File: config.mk
export PLATFORM = sky130hd
export DESIGN_NAME = byte_lane_unpacker16
export DESIGN_NICKNAME = d
export VERILOG_FILES = /design/src/rtl/byte_lane_unpacker16.sv
export SDC_FILE = /design/constraint.sdc
export NUM_CORES = 1
export LEC_CHECK = 0
export CAP_MARGIN = 20
export CORE_ASPECT_RATIO = 0.7
export CORE_UTILIZATION = 45
export CTS_CLUSTER_DIAMETER = 50
export DETAILED_ROUTE_END_ITERATION = 6
export PLACE_DENSITY = 0.75
export SYNTH_ARGS = -nofsm -noshare
export SYNTH_HDL_FRONTEND = slang
export SYNTH_SLANG_ARGS = --single-unit
File: constraint.sdc
create_clock -name clk -period 1.35 [get_ports clk]
set_input_delay 0.135 -clock clk [delete_from_list [all_inputs] [get_ports clk]]
set_output_delay 0.135 -clock clk [all_outputs]
set_load 0.01 [all_outputs]
File: src/rtl/byte_lane_unpacker16.sv
// Byte-lane unpacker: splits a 16-bit word into its enabled bytes on an 8-bit stream.
// Optional out_parity port when BYTE_LANE_UNPACKER_PARITY_EN is defined.
module byte_lane_unpacker16 #(
    parameter int MSB_FIRST = 0,
    parameter int CNT_W     = 8
) (
    input  logic             clk,
    input  logic             reset,
    input  logic             in_valid,
    output logic             in_ready,
    input  logic [15:0]      in_data,
    input  logic [1:0]       in_ena,
    output logic             out_valid,
    input  logic             out_ready,
    output logic [7:0]       out_data,
    output logic             out_lane,
    output logic             out_last,
    output logic [CNT_W-1:0] drop_cnt
`ifdef BYTE_LANE_UNPACKER_PARITY_EN
    ,
    output logic             out_parity
`endif
);

    typedef enum logic [1:0] {
        IDLE   = 2'd0,
        FIRST  = 2'd1,
        SECOND = 2'd2
    } state_t;

    state_t r_state, w_state_nxt;

    logic [15:0]      r_word, w_word_nxt;
    logic [1:0]       r_mask, w_mask_nxt;
    logic             r_valid, w_valid_nxt;
    logic [7:0]       r_data, w_data_nxt;
    logic             r_lane, w_lane_nxt;
    logic             r_last, w_last_nxt;
    logic [CNT_W-1:0] r_drop;
    logic             w_drop_inc;
    logic             w_in_xfer;
    logic             w_out_xfer;
    logic             w_msb_first;
    logic [1:0]       w_rest_mask;

    function automatic logic [7:0] lane_byte(
        input logic [15:0] word,
        input logic        lane
    );
        return lane ? word[15:8] : word[7:0];
    endfunction

    assign w_msb_first = (MSB_FIRST != 0);
    // r_mask tracks the lane still owed after the first byte of a two-lane word
    assign w_rest_mask = w_msb_first ? 2'b01 : 2'b10;

    assign in_ready   = (r_state == IDLE);
    assign w_in_xfer  = in_valid & in_ready;
    assign w_out_xfer = r_valid & out_ready;

    always_comb begin
        w_state_nxt = r_state;
        w_word_nxt  = r_word;
        w_mask_nxt  = r_mask;
        w_valid_nxt = r_valid;
        w_data_nxt  = r_data;
        w_lane_nxt  = r_lane;
        w_last_nxt  = r_last;
        w_drop_inc  = 1'b0;

        unique case (r_state)
            IDLE: begin
                if (w_in_xfer) begin
                    w_word_nxt = in_data;
                    unique case (1'b1)
                        (in_ena == 2'b11): begin
                            w_state_nxt = FIRST;
                            w_mask_nxt  = w_rest_mask;
                            w_valid_nxt = 1'b1;
                            w_lane_nxt  = w_msb_first;
                            w_data_nxt  = lane_byte(in_data, w_msb_first);
                            w_last_nxt  = 1'b0;
                        end
                        (in_ena == 2'b01),
                        (in_ena == 2'b10): begin
                            w_state_nxt = SECOND;
                            w_mask_nxt  = 2'b00;
                            w_valid_nxt = 1'b1;
                            w_lane_nxt  = in_ena[1];
                            w_data_nxt  = lane_byte(in_data, in_ena[1]);
                            w_last_nxt  = 1'b1;
                        end
                        default: begin
                            w_mask_nxt = 2'b00;
                            w_drop_inc = 1'b1;
                        end
                    endcase
                end
            end
            FIRST: begin
                if (w_out_xfer) begin
                    w_state_nxt = SECOND;
                    w_mask_nxt  = 2'b00;
                    w_lane_nxt  = r_mask[1];
                    w_data_nxt  = lane_byte(r_word, r_mask[1]);
                    w_last_nxt  = 1'b1;
                end
            end
            SECOND: begin
                if (w_out_xfer) begin
                    w_state_nxt = IDLE;
                    w_valid_nxt = 1'b0;
                end
            end
            default: begin
                w_state_nxt = IDLE;
                w_valid_nxt = 1'b0;
            end
        endcase
    end

    always_ff @(posedge clk or negedge reset) begin
        if (!reset) begin
            r_state <= IDLE;
            r_word  <= 16'h0000;
            r_mask  <= 2'b00;
            r_valid <= 1'b0;
            r_data  <= 8'h00;
            r_lane  <= 1'b0;
            r_last  <= 1'b0;
        end else begin
            r_state <= w_state_nxt;
            r_word  <= w_word_nxt;
            r_mask  <= w_mask_nxt;
            r_valid <= w_valid_nxt;
            r_data  <= w_data_nxt;
            r_lane  <= w_lane_nxt;
            r_last  <= w_last_nxt;
        end
    end

    // Saturates at all-ones; only reset clears it
    always_ff @(posedge clk or negedge reset) begin
        if (!reset) begin
            r_drop <= '0;
        end else if (w_drop_inc && (r_drop != {CNT_W{1'b1}})) begin
            r_drop <= r_drop + {{(CNT_W-1){1'b0}}, 1'b1};
        end
    end

    assign out_valid = r_valid;
    assign out_data  = r_data;
    assign out_lane  = r_lane;
    assign out_last  = r_last;
    assign drop_cnt  = r_drop;

`ifdef BYTE_LANE_UNPACKER_PARITY_EN
    logic r_parity;

    always_ff @(posedge clk or negedge reset) begin
        if (!reset) begin
            r_parity <= 1'b0;
        end else begin
            r_parity <= ^w_data_nxt;
        end
    end

    assign out_parity = r_parity;
`endif

endmodule

==> metrics <==
1st-iter DRT viols 144; routed vias/inst 5.72; clk_lat worst skew 0.30 ns; Post-Syn Area per Cell 11.0 um^2; setup violators final 34; total clock buffers created by CTS 5; cell count after synthesis 174; H-tree depth 2; slowest CP cell dfrtp_2; RSZ-0062 raised after global routing yes; nets 285; Setup Crit Path Kind flip-flop to flip-flop; Peak VDD IR 1150 uV; crit-path leading delay family buffers and inverters; die area 4530 um^2; initial antenna violation count 0; required time of the critical path 1.52 ns; ys flop type dfrtp_1; Die X 80.0 um; TritonCTS clock tree done; crit end category flip-flop; Worst-Margin Slew 0.502 ns; ys async rst share 100%; GPL Wtd Cong 0.894; vias in the first global route 1674; Buf+Inv Stages, Crit Path 3; pins over their slew limit 0; GR peak layer met2; post-route ant nets 0; global-route wire length before repair 8330 um; routed wire length 6000 um; Root Buffer clkbuf_8; Final Hold Slack 0.326 ns; antenna diode count 0; Initial Util 48.0%; register area share after synthesis 49.6%; Max Cap Violations 0; clk buf depth 2; Yosys reg bits 38; Residual DRC 0; boundary pin count 42; GR met1 Demand/Resource 34.4%; fin crit period 1.58 ns; status finished with violations; Startpoint Class flip-flop; Routed WL per cell 19.3 um; area grow syn2layout 60.5%; Crit path largest cell delay 0.46 ns; layout cells sized above 1 40.9%; Cell variety after synth 37; cell area power density 1770 nW/um^2; syn_nets 200; post-DP HPWL 3600 um; clk slew on worst S/H paths 0.08 ns; GR Util met2 39.4%; met3 usage 5.53%; DR pass1 iterations 5; gr usage total 25.2%; Layout Skew 0.0122 ns; Max Fclk 0.631 GHz; placed insts 283; EDFF count, synth 0; final period utilization 117%; slack of the critical path -0.235 ns; slew margin rel. 66.5%; total number of vias 1779; grt ovf 0; Critical Path AT 1.76 ns; Synthesis Warnings 0; violated checks negative setup slack; Sink Count 38; Die H 56.6 um; Leak 0.00149 uW; crit-path max FO 8; core area 3990 um^2; post-route insts no fill 311; crit-path cells buf_4 > nor3_4 > buf_6 > clkbuf_16 > mux2_2; Hold Path Class input port to async pin; IO Port Bufs 41; Syn Std Cell Area 1920 um^2; Hold Vio Cnt, Final 0; Placement Setup Slack -0.562 ns; FP Rows 19; pin count of the biggest net entering global routing 21
-- sequential cells by signal, summed over array words and instances (netlist names) --
signal	cells
drop_cnt	8
out_data	8
out_lane	1
out_last	1
out_valid	1
r_mask	1
r_state	2
r_word	16
-- synth_stat cells (all sizes together), types with 2 or more instances --
master	count	area share, %
nand4	4	1.3
nor2b	9	2.9
mux2	18	11
a311oi	8	3.7
dfrtp	38	50
nand3	10	2.9
clkbuf	4	0.78
nor3	3	1.6
nand2b	2	0.65
nor2	6	1.2
ha	4	2.6
inv	6	1.2
xor2	3	1.4
buf	6	2.5
a21o	8	3.1
xnor2	2	0.91
a21oi	4	1.0
o21ai	4	1.0
nand2	16	3.1
a211oi	8	3.1
-- timing repair --
action,CTS,global route
setup endpoints to repair,48,46
setup buffers,14,5
resized for setup,29,22
hold endpoints to repair,19,0
hold buffers,1,0
cloned,0,2
pin swaps,7,10
-- routing by layer --
layer / vias up / share of wire, %
met4: 0 / 3.6
met2: 87 / 49
li1: 805 / -
met1: 862 / 42
met5: - / 0
met3: 25 / 6.2
-- area by class of cell --
cell class                 count  area, um^2
timing repair buffer          88         893
sequential                    38         956
fill                         229         918
clock buffer                   7        76.3
multi-input combinational    120        1060
inverter                       6        22.5
tap                           52        65.1
-- power by group --
| group | internal (uW) | switching (uW) | leakage (uW) |
|---|---|---|---|
| clock | 356 | 406 | 0.0000383 |
| combinational | 1510 | 1150 | 0.000990 |
| sequential | 1630 | 376 | 0.000460 |
-- per-stage QoR --
stage | area (um^2) | utilization, % | power [uW] | TNS, ns
6_report | 3080 | 77.0 | 5440 | -5.47
3_5_place_dp | 2690 | 67.3 | 4270 | -12.25
3_3_place_gp | 2690 | 67.3 | 4140 | -11.24
5_1_grt | 3080 | 77.0 | 5710 | -6.75
4_1_cts | 2930 | 73.4 | 5160 | -3.73
2_1_floorplan | 2040 | - | 3200 | -0.931
-- cell families (layout without fill, tap and decap cells) --
kind of cell | Yosys count | after routing | synth area share [%]
simple gates | 54 | 54 | 15.5
mux | 18 | 18 | 10.6
fa+ha+maj | 4 | 4 | 2.61
buf+inv | 16 | 101 | 4.44
xor+xnor | 5 | 5 | 2.29
compound gates | 39 | 39 | 15.0
flops | 38 | 38 | 49.6
-- final timing paths --
path / depth (start not counted) / end / slack (ns) / startpoint
setup / recovery: 5 / r_word[12]$_DFFE_PN0P_ / -0.23 / r_state[0]$_DFFE_PN0P_
hold / removal: 2 / drop_cnt[6]$_DFFE_PN0P_ / 0.33 / reset
setup reg to reg: 5 / r_word[12]$_DFFE_PN0P_ / -0.23 / r_state[0]$_DFFE_PN0P_
hold reg to reg: 2 / out_lane$_DFFE_PN0P_ / 0.48 / out_lane$_DFFE_PN0P_
max in group asynchronous: 3 / out_data[6]$_DFFE_PN0P_ / 0.54 / reset
min in group clk: 2 / out_lane$_DFFE_PN0P_ / 0.48 / out_lane$_DFFE_PN0P_
-- layout by cell type (no fill, tap or decap), types with 2 or more instances in the layout --
| cell | instances |
|---|---|
| dfrtp_1 | 34 |
| xnor2_1 | 2 |
| buf_12 | 5 |
| mux2_4 | 2 |
| a21oi_1 | 2 |
| ha_1 | 2 |
| buf_4 | 30 |
| dfrtp_2 | 4 |
| a21oi_2 | 2 |
| buf_6 | 8 |
| clkbuf_16 | 2 |
| dlygate4sd2_1 | 9 |
| nand4_1 | 4 |
| xor2_1 | 3 |
| nand3_1 | 8 |
| clkbuf_8 | 5 |
| nand2b_4 | 2 |
| o21ai_0 | 2 |
| inv_1 | 4 |
| a211oi_2 | 8 |
| nor2b_1 | 9 |
| buf_2 | 2 |
| nor2_1 | 5 |
| nand2_1 | 16 |
| ha_4 | 2 |
| clkbuf_1 | 2 |
| mux2_2 | 16 |
| clkdlybuf4s50_1 | 20 |
| dlymetal6s2s_1 | 10 |
| inv_2 | 2 |
| a21o_1 | 8 |
| a311oi_2 | 8 |
Note: power is estimated with default switching activity, not from simulation.
